$ cat src/rtl/seg7_pkg.sv
// Shared 7-segment tables and dwell-state encoding for the display encoder/decoder pair.
// Segment order is {a,b,c,d,e,f,g}, active-high.
package seg7_pkg;

  localparam logic [6:0] SEG_0    = 7'b1111110;
  localparam logic [6:0] SEG_1    = 7'b0110000;
  localparam logic [6:0] SEG_2    = 7'b1101101;
  localparam logic [6:0] SEG_3    = 7'b1111001;
  localparam logic [6:0] SEG_4    = 7'b0110011;
  localparam logic [6:0] SEG_5    = 7'b1011011;
  localparam logic [6:0] SEG_6    = 7'b1011111;
  localparam logic [6:0] SEG_7    = 7'b1110000;
  localparam logic [6:0] SEG_8    = 7'b1111111;
  localparam logic [6:0] SEG_9    = 7'b1111011;
  localparam logic [6:0] SEG_DASH = 7'b0000001;

  localparam logic [3:0] CODE_DASH = 4'hF;
  localparam logic [3:0] CODE_BAD  = 4'hE;

  typedef enum logic [1:0] {
    ST_BLANK  = 2'd0,
    ST_SETTLE = 2'd1,
    ST_LOCKED = 2'd2
  } dwell_e;

endpackage

$ cat src/rtl/seg7_enc.sv
// Combinational reverse lookup: segment pattern -> {err, code}.
// Anything outside the digit/dash table, including blank, decodes to CODE_BAD with err set.
module seg7_enc
  import seg7_pkg::*;
(
  input  logic [6:0] i_seg,
  output logic [3:0] o_code,
  output logic       o_err
);

  always_comb begin
    o_code = CODE_BAD;
    o_err  = 1'b0;
    case (i_seg)
      SEG_0:    o_code = 4'd0;
      SEG_1:    o_code = 4'd1;
      SEG_2:    o_code = 4'd2;
      SEG_3:    o_code = 4'd3;
      SEG_4:    o_code = 4'd4;
      SEG_5:    o_code = 4'd5;
      SEG_6:    o_code = 4'd6;
      SEG_7:    o_code = 4'd7;
      SEG_8:    o_code = 4'd8;
      SEG_9:    o_code = 4'd9;
      SEG_DASH: o_code = CODE_DASH;
      default: begin
        o_code = CODE_BAD;
        o_err  = 1'b1;
      end
    endcase
  end

endmodule

$ cat src/rtl/seg_scan_capture.sv
// Samples a one-hot scanned 7-segment drive, captures each digit after STABLE identical
// samples, and hands out one frame per full scan on a valid/ready output buffer.
module seg_scan_capture
  import seg7_pkg::*;
#(
  parameter int DIGITS = 4,
  parameter int STABLE = 3
) (
  input  logic                clk,
  input  logic                rst,
  input  logic [6:0]          seg_in,
  input  logic [DIGITS-1:0]   dig_sel,
  output logic [4*DIGITS-1:0] frame_data,
  output logic                frame_err,
  output logic                frame_valid,
  input  logic                frame_ready,
  output logic                overrun
);

  localparam logic [3:0]        STB     = 4'(STABLE);
  localparam logic [DIGITS-1:0] SEL_ONE = DIGITS'(1);

  logic [DIGITS-1:0]   r_smp_sel;
  logic [6:0]          r_smp_seg;
  logic [DIGITS-1:0]   r_prv_sel;
  logic [6:0]          r_prv_seg;
  dwell_e              r_state;
  logic [3:0]          r_cnt;
  logic [4*DIGITS-1:0] r_slot;
  logic [DIGITS-1:0]   r_slot_err;
  logic [DIGITS-1:0]   r_mask;
  logic [4*DIGITS-1:0] r_data;
  logic                r_err;
  logic                r_vld;
  logic                r_ovr;

  logic [3:0]          w_code;
  logic                w_err;
  logic                w_same;
  logic                w_onehot;
  logic [3:0]          w_cnt_inc;
  logic                w_capture;
  logic                w_full;

  seg7_enc u_enc (
    .i_seg  (r_smp_seg),
    .o_code (w_code),
    .o_err  (w_err)
  );

  assign w_same    = ({r_smp_sel, r_smp_seg} == {r_prv_sel, r_prv_seg});
  assign w_onehot  = (r_smp_sel != '0) && ((r_smp_sel & (r_smp_sel - SEL_ONE)) == '0);
  assign w_cnt_inc = r_cnt + 4'd1;
  assign w_full    = &r_mask;

  // A changed sample restarts the dwell; only STABLE==1 can capture on that first sample.
  always_comb begin
    w_capture = 1'b0;
    if (r_state == ST_BLANK || !w_same) begin
      w_capture = w_onehot && (STB == 4'd1);
    end else if (r_state == ST_SETTLE) begin
      w_capture = (w_cnt_inc == STB);
    end
  end

  always_ff @(posedge clk) begin
    if (rst) begin
      r_smp_sel <= '0;
      r_smp_seg <= '0;
      r_prv_sel <= '0;
      r_prv_seg <= '0;
    end else begin
      r_smp_sel <= dig_sel;
      r_smp_seg <= seg_in;
      r_prv_sel <= r_smp_sel;
      r_prv_seg <= r_smp_seg;
    end
  end

  always_ff @(posedge clk) begin
    if (rst) begin
      r_state <= ST_BLANK;
      r_cnt   <= 4'd0;
    end else if (r_state != ST_BLANK && w_same) begin
      if (r_state == ST_SETTLE) begin
        r_cnt <= w_cnt_inc;
        if (w_cnt_inc == STB) begin
          r_state <= ST_LOCKED;
        end
      end
    end else if (w_onehot) begin
      r_state <= (STB == 4'd1) ? ST_LOCKED : ST_SETTLE;
      r_cnt   <= 4'd1;
    end else begin
      r_state <= ST_BLANK;
      r_cnt   <= 4'd0;
    end
  end

  // The one-hot select doubles as the slot write strobe and the mask bit to set.
  always_ff @(posedge clk) begin
    if (rst) begin
      r_slot     <= '0;
      r_slot_err <= '0;
      r_mask     <= '0;
    end else begin
      r_mask <= (w_full ? '0 : r_mask) | (w_capture ? r_smp_sel : '0);
      for (int i = 0; i < DIGITS; i++) begin
        if (w_capture && r_smp_sel[i]) begin
          r_slot[4*i +: 4] <= w_code;
          r_slot_err[i]    <= w_err;
        end
      end
    end
  end

  always_ff @(posedge clk) begin
    if (rst) begin
      r_data <= '0;
      r_err  <= 1'b0;
      r_vld  <= 1'b0;
      r_ovr  <= 1'b0;
    end else begin
      r_ovr <= 1'b0;
      if (w_full) begin
        if (!r_vld || frame_ready) begin
          r_data <= r_slot;
          r_err  <= |r_slot_err;
          r_vld  <= 1'b1;
        end else begin
          r_ovr <= 1'b1;
        end
      end else if (r_vld && frame_ready) begin
        r_vld <= 1'b0;
      end
    end
  end

  assign frame_data  = r_data;
  assign frame_err   = r_err;
  assign frame_valid = r_vld;
  assign overrun     = r_ovr;

endmodule

$ cat config.mk
export PLATFORM = sky130hd
export DESIGN_NAME = seg_scan_capture
export DESIGN_NICKNAME = d
export VERILOG_FILES = /design/src/rtl/seg7_pkg.sv /design/src/rtl/seg7_enc.sv /design/src/rtl/seg_scan_capture.sv
export SDC_FILE = /design/constraint.sdc
export NUM_CORES = 1
export LEC_CHECK = 0
export ABC_AREA = 1
export BUFFER_PORTS_ARGS = -buffer_cell sky130_fd_sc_hd__buf_4
export CELL_PAD_IN_SITES_DETAIL_PLACEMENT = 1
export CELL_PAD_IN_SITES_GLOBAL_PLACEMENT = 2
export CORE_MARGIN = 2
export CORE_UTILIZATION = 35
export CTS_BUF_LIST = sky130_fd_sc_hd__clkbuf_8
export DETAILED_ROUTE_END_ITERATION = 16
export PLACE_DENSITY = 0.95
export SLEW_MARGIN = 10
export SYNTH_ARGS = -nofsm -noshare
export SYNTH_HDL_FRONTEND = slang
export SYNTH_HIERARCHICAL = 1
export SYNTH_SLANG_ARGS = --single-unit
$ cat constraint.sdc
create_clock -name clk -period 2.1 [get_ports clk]
set_input_delay 0.21 -clock clk [delete_from_list [all_inputs] [get_ports clk]]
set_output_delay 0.21 -clock clk [all_outputs]
set_load 0.005 [all_outputs]
; Word-level counts from Yosys, hierarchy flattened
; Cells that the tools add are included.
[word_totals]
reg_bits = 71
in_bits = 14
out_inout_bits = 19
elab_cells = 81
[classes]
addsub = 2
eq_ne = 17
mux = 17
n_bitwise = 3
reduce_logical = 23
[op_table]
columns = operator, count
row1 = $eq 7x7->1 const B, 8
row2 = $pmux 4 s11, 1
row3 = $mux 4, 4
row4 = $eq 7x6->1 const B, 2
row5 = $eq 11x11->1, 1
row6 = $reduce_or 11->1, 1
row7 = $mux 1, 9
row8 = $eq 7x1->1 const B, 1
row9 = $logic_and 1x1->1, 7
row10 = $mux 2, 3
row11 = $reduce_and 5->1, 1
row12 = $add 4x1->4 const B, 1
row13 = $and 4x4->4, 1
row14 = $eq 4x2->1 const B, 1
row15 = $logic_not 4->1, 1
row16 = $ne 2x2->1 const B, 2
row17 = $or 4x4->4, 1
row18 = $reduce_and 2->1, 2
row19 = $reduce_and 4->1, 1
row20 = $reduce_bool 2->1, 2
row21 = $reduce_bool 4->1, 1
row22 = $reduce_or 4->1, 1
row23 = $sub 4x1->4 const B, 1
row24 = $eq 2x1->1 const B, 1
row25 = 6 further kinds, 8

; Depth between registers and ports, before layout
[depth]
ltp_word = 6
ltp_mapped = 10
ltp_nobuf = 10

; By module
; The synthesis kept the hierarchy.
[modules_own_cells]
columns = mod, instances, cells_per_inst, area_per_inst_um2, seq_area_each_um2
row1 = seg_scan_capture, 1, 391, 2856.5, 1421.4
row2 = seg7_enc, 1, 62, 257.7, 0.0

; Worst setup path after synthesis
; Ideal clock, no wire load.
[synth_path]
path_type = register to register
startpoint = register r_cnt[1]
endpoint = register r_slot[0]
setup_time_ns = 0.114
arrival_ns = 1.329
required_ns = 1.986
setup_slack_ns = 0.657
path_stages_with_launch = 9
path_buffers = 0
synth_period_minus_slack_ns = 1.443
path_cell_list = dfxtp_1 > ha_1 > inv_1 > nand2_1 > nand4_1 > nor2_4 > nand4_1 > nor2_1 > nor2_1
[synth_between]
elab_chain_len = 5
[synth_lines]
columns = element, line_no
row1 = "start, declared", seg_scan_capture.sv:28  ; logic [3:0] r_cnt;
row2 = "start signal, assigned", seg_scan_capture.sv:86  ; r_cnt <= w_cnt_inc;
row3 = $add 4x1->4, seg_scan_capture.sv:53  ; assign w_cnt_inc = r_cnt + 4'd1;
row4 = $eq 4x2->1, seg_scan_capture.sv:62  ; w_capture = (w_cnt_inc == STB);
row5 = $mux 1, seg_scan_capture.sv:61  ; end else if (r_state == ST_SETTLE) begin
row6 = $mux 1, seg_scan_capture.sv:59  ; if (r_state == ST_BLANK || !w_same) begin
row7 = $logic_and 1x1->1, seg_scan_capture.sv:109  ; if (w_capture && r_smp_sel[i]) begin
row8 = "end signal, assigned by index", seg_scan_capture.sv:110  ; r_slot[4*i +: 4] <= w_code;
row9 = "end, declared", seg_scan_capture.sv:29  ; logic [4*DIGITS-1:0] r_slot;
; Every way passes these cells.
; A chain may end at the register's enable or synchronous reset.

; Final worst setup path
[layout_path]
startpoint = register r_cnt[1]
endpoint = register r_slot[10]
; The elaborated chain is that of the path after synthesis.

==> reports/results.tsv <==
stage	metric	value	unit
critical_path	reg2reg path depth	8	
critical_path	crit path DAT	2.03	ns
cells_and_area	filler instances	1127	
sta	min Tclk post-route	1.78	ns
grt	GRT Util Overall	16.8	%
grt	met2 GRT Util	28.9	%
sta	f_max	561	MHz
critical_path	CP Max Fanout	9	
sta	Slew @ Worst Pin	0.546	ns
floorplanning	die height	98.3	um
sta	Fin Clk Skew	0.0146	ns
grt	gr ovfl total	0	
synth	Avg Cell Area, Syn	6.87	um^2
clock_network	Clock Tree Buf Depth	2	
grt	initial antenna violation count	0	
route	DR vias	2778	
synth	Syn Std Cell Area	3110	um^2
floorplanning	FP Rows	34	
synth	post-synthesis mux area share	0	%
cells_and_area	Nets	507	
cells_and_area	most common cell after layout, fill and taps aside	nand2_1	
pwr	PD cells	727	nW/um^2
sta	Slew HR	63.6	%
grt	GR peak layer	met2	
critical_path	reg2reg end	r_slot[10]	
clock_network	post-CTS setup buffer count	0	
place	Detail Placement HPWL	5500	um
place	count of buffers from port buffering	32	
clock_network	TritonCTS clock tree	yes	
clock_network	Skew-Pair Late Insertion Delay	0.35	ns
cells_and_area	Area Growth Syn to Fin	18.0	%
min_path	worst hold path startpoint	dig_sel[2]	
route	Routed WL	7310	um
synth	Syn Nets	469	
grt	vias in the first global route	2990	
min_path	Worst Hold End	r_smp_sel[2]	
place	GP Congestion	0.809	
outcome	status	finished, final reports clean	
sta	Hold WS	0.0603	ns
critical_path	CP peak stage delay	0.41	ns
synth	Compound-Gate Fraction of Synth Area	8.16	%
sta	fin worst setup slack	0.319	ns
critical_path	critical path, cell by cell	ha_1, inv_1, nand2_1, nand4_1, nor2_4, nand4_1, nor2_1, nor2_1	
critical_path	R2R Path Start	r_cnt[1]	
clock_network	post-cts gate resize count	0	
sta	final hold vios	0	
synth	count of state elements after synthesis	71	
synth	Adder-Cell Fraction of Synth Area	0.804	%
critical_path	CP max-delay cell	dfxtp_1	
pwr	static leakage	1.80	nW
floorplanning	Die W	98.3	um
synth	synthesized-area fraction occupied by and/or/nand/nor cells	33.6	%
synth	Seq/Total Area, Yosys	45.6	%
cells_and_area	most frequent cells in the layout	nand2_1, nor2_1, dfxtp_1, inv_1, buf_4	
grt	met1 Use GR	20.7	%
grt	met3 Use GR	3.51	%
grt	maximum number of pins on one net before global-route repair	35	
pwr	peak supply drop	0.314	mV
clock_network	# hold bufs at CTS	0	
synth	yosys warns	6	
min_path	Worst Hold Class	in -> reg	
cells_and_area	share of post-route cells with drive strength above 1	13.9	%
route	total iterations of the first detailed-routing run	4	
route	residual DRC count	0	
route	DRT iter0 DRCs	73	
clock_network	# clock sinks	71	
clock_network	root buffer cell	clkbuf_8	
critical_path	Worst setup EP type	register	
run	Max Cap Viol	0	
sta	final setup fails	0	
critical_path	Crit Path Class	reg -> reg	
critical_path	reg-to-reg slack, setup	0.32	ns
synth	largest family of logic cells by synthesized area	simple AND/OR/NAND/NOR gates	
sta	Slew Limit Fails	0	
sta	RSZ-0062 raised after global routing	false	
cells_and_area	antenna cells	0	
clock_network	TritonCTS Buffers	9	
clock_network	Reg clk slew, reported paths	0.09	ns
min_path	hold path cells	3	
route	Vias/cell	4.60	
sta	Sum Neg Setup Slack	0	ns
clock_network	H-tree levels	3	
critical_path	Critical Path Source Type	register	
floorplanning	I/O pins	33	
route	Final ANT Viol Nets	0	
floorplanning	Std-Cell Core Area	8680	um^2
route	per-cell routed wire length	12.1	um
floorplanning	initial cell density of the core	35.9	%
synth	Post-Syn Instances	453	
floorplanning	die area	9670	um^2
place	dpl ws	0.334	ns
synth	Synth Area in XOR/XNOR	1.69	%
critical_path	Worst Path Required	2.35	ns
grt	first-pass GRT wire length	13300	um
synth	synth unique cells	25	
sta	fin crit share	84.8	%
## layer usage
layer / part of all wire (%) / routed length [um] / up-vias
li1: - / - / 1456
met1: 48 / 3530 / 1282
met2: 47 / 3440 / 29
met3: 2.7 / 198 / 11
met4: 1.9 / 142 / 0
met5: 0 / 0 / -
## cell usage after synthesis
library cell,instances,share of area (%)
nor2_1,93,11
buf_2,1,0.16
xor2_1,2,0.56
a22o_1,1,0.28
nor4_1,1,0.20
nand4_2,5,2.0
nand2_1,116,14
clkbuf_1,6,0.72
nand4_1,7,1.4
or2_2,1,0.20
nand3_1,9,1.4
nor3_1,2,0.32
dfxtp_1,71,46
inv_1,70,8.4
nor2_2,2,0.40
a21oi_1,27,4.3
nor2_4,5,1.8
clkbuf_2,1,0.16
ha_1,2,0.80
xnor2_1,4,1.1
o21ai_1,1,0.16
o21ai_0,21,3.4
buf_4,2,0.48
nand3_2,2,0.64
inv_2,1,0.12
## cell type report
type | count | area [um^2] | area share [%]
clock inverter | 7 | 72.6 | 1.97
multi-input combinational | 301 | 1380 | 37.5
clock buffer | 9 | 124 | 3.37
inverter | 71 | 267 | 7.25
sequential | 71 | 1420 | 38.7
tap | 108 | 135 | 3.68
timing repair buffer | 37 | 278 | 7.56
## kinds of logic after synthesis
logic type               count (synthesis)
AO/OA/AOI/OAI                           50
XOR/XNOR                                 6
flip-flops                              71
adder cells (fa/ha/maj)                  2
AND/OR/NAND/NOR                        243
buffers and inverters                   81
## worst max-delay path, delay by kind of cell (launching register included)
kind | cells | cell delay (ns)
AND/OR/NAND/NOR | 6 | 1.05
flip-flops | 1 | 0.41
adder cells (fa/ha/maj) | 1 | 0.19
buffers and inverters | 1 | 0.04
## metrics by stage
step / power (mW) / instances / cell area, um^2 / utilization, %
global route: 2.80 / 604 / 3680 / 42.4
finish: 2.67 / 604 / 3680 / 42.4
CTS: 2.70 / 604 / 3680 / 42.4
detailed placement: 1.61 / 588 / 3480 / 40.1
floorplan: 1.55 / 453 / 3110 / -
global placement: 1.60 / 588 / 3480 / 40.1
## power by group
group	leakage [nW]	switching [mW]	internal, mW
sequential	0.577	0.0285	1.37
combinational	1.12	0.111	0.0667
clock	0.0956	0.547	0.550
total	1.80	0.687	1.99
## state kept, by name, summed over array words and instances, names as in the netlist
register     count
r_slot          16
r_prv_seg        7
frame_data      16
r_state          2
r_mask           4
r_prv_sel        4
frame_err        1
r_smp_sel        4
r_cnt            4
r_slot_err       4
r_smp_seg        7
overrun          1
frame_valid      1
## worst max-delay path by stage
stage,startpoint,end,slack [ns],cells after the start
floorplan,r_cnt[1],r_slot[0],0.66,8
finish,r_cnt[1],r_slot[10],0.32,8
global route,r_smp_sel[1],r_slot_err[2],0.14,9
global placement,r_cnt[1],r_slot[10],0.42,8
detailed placement,r_cnt[1],r_slot[2],0.33,8
CTS,r_cnt[1],r_slot[10],0.30,8
No activity file was read; power rests on OpenSTA's default activity.
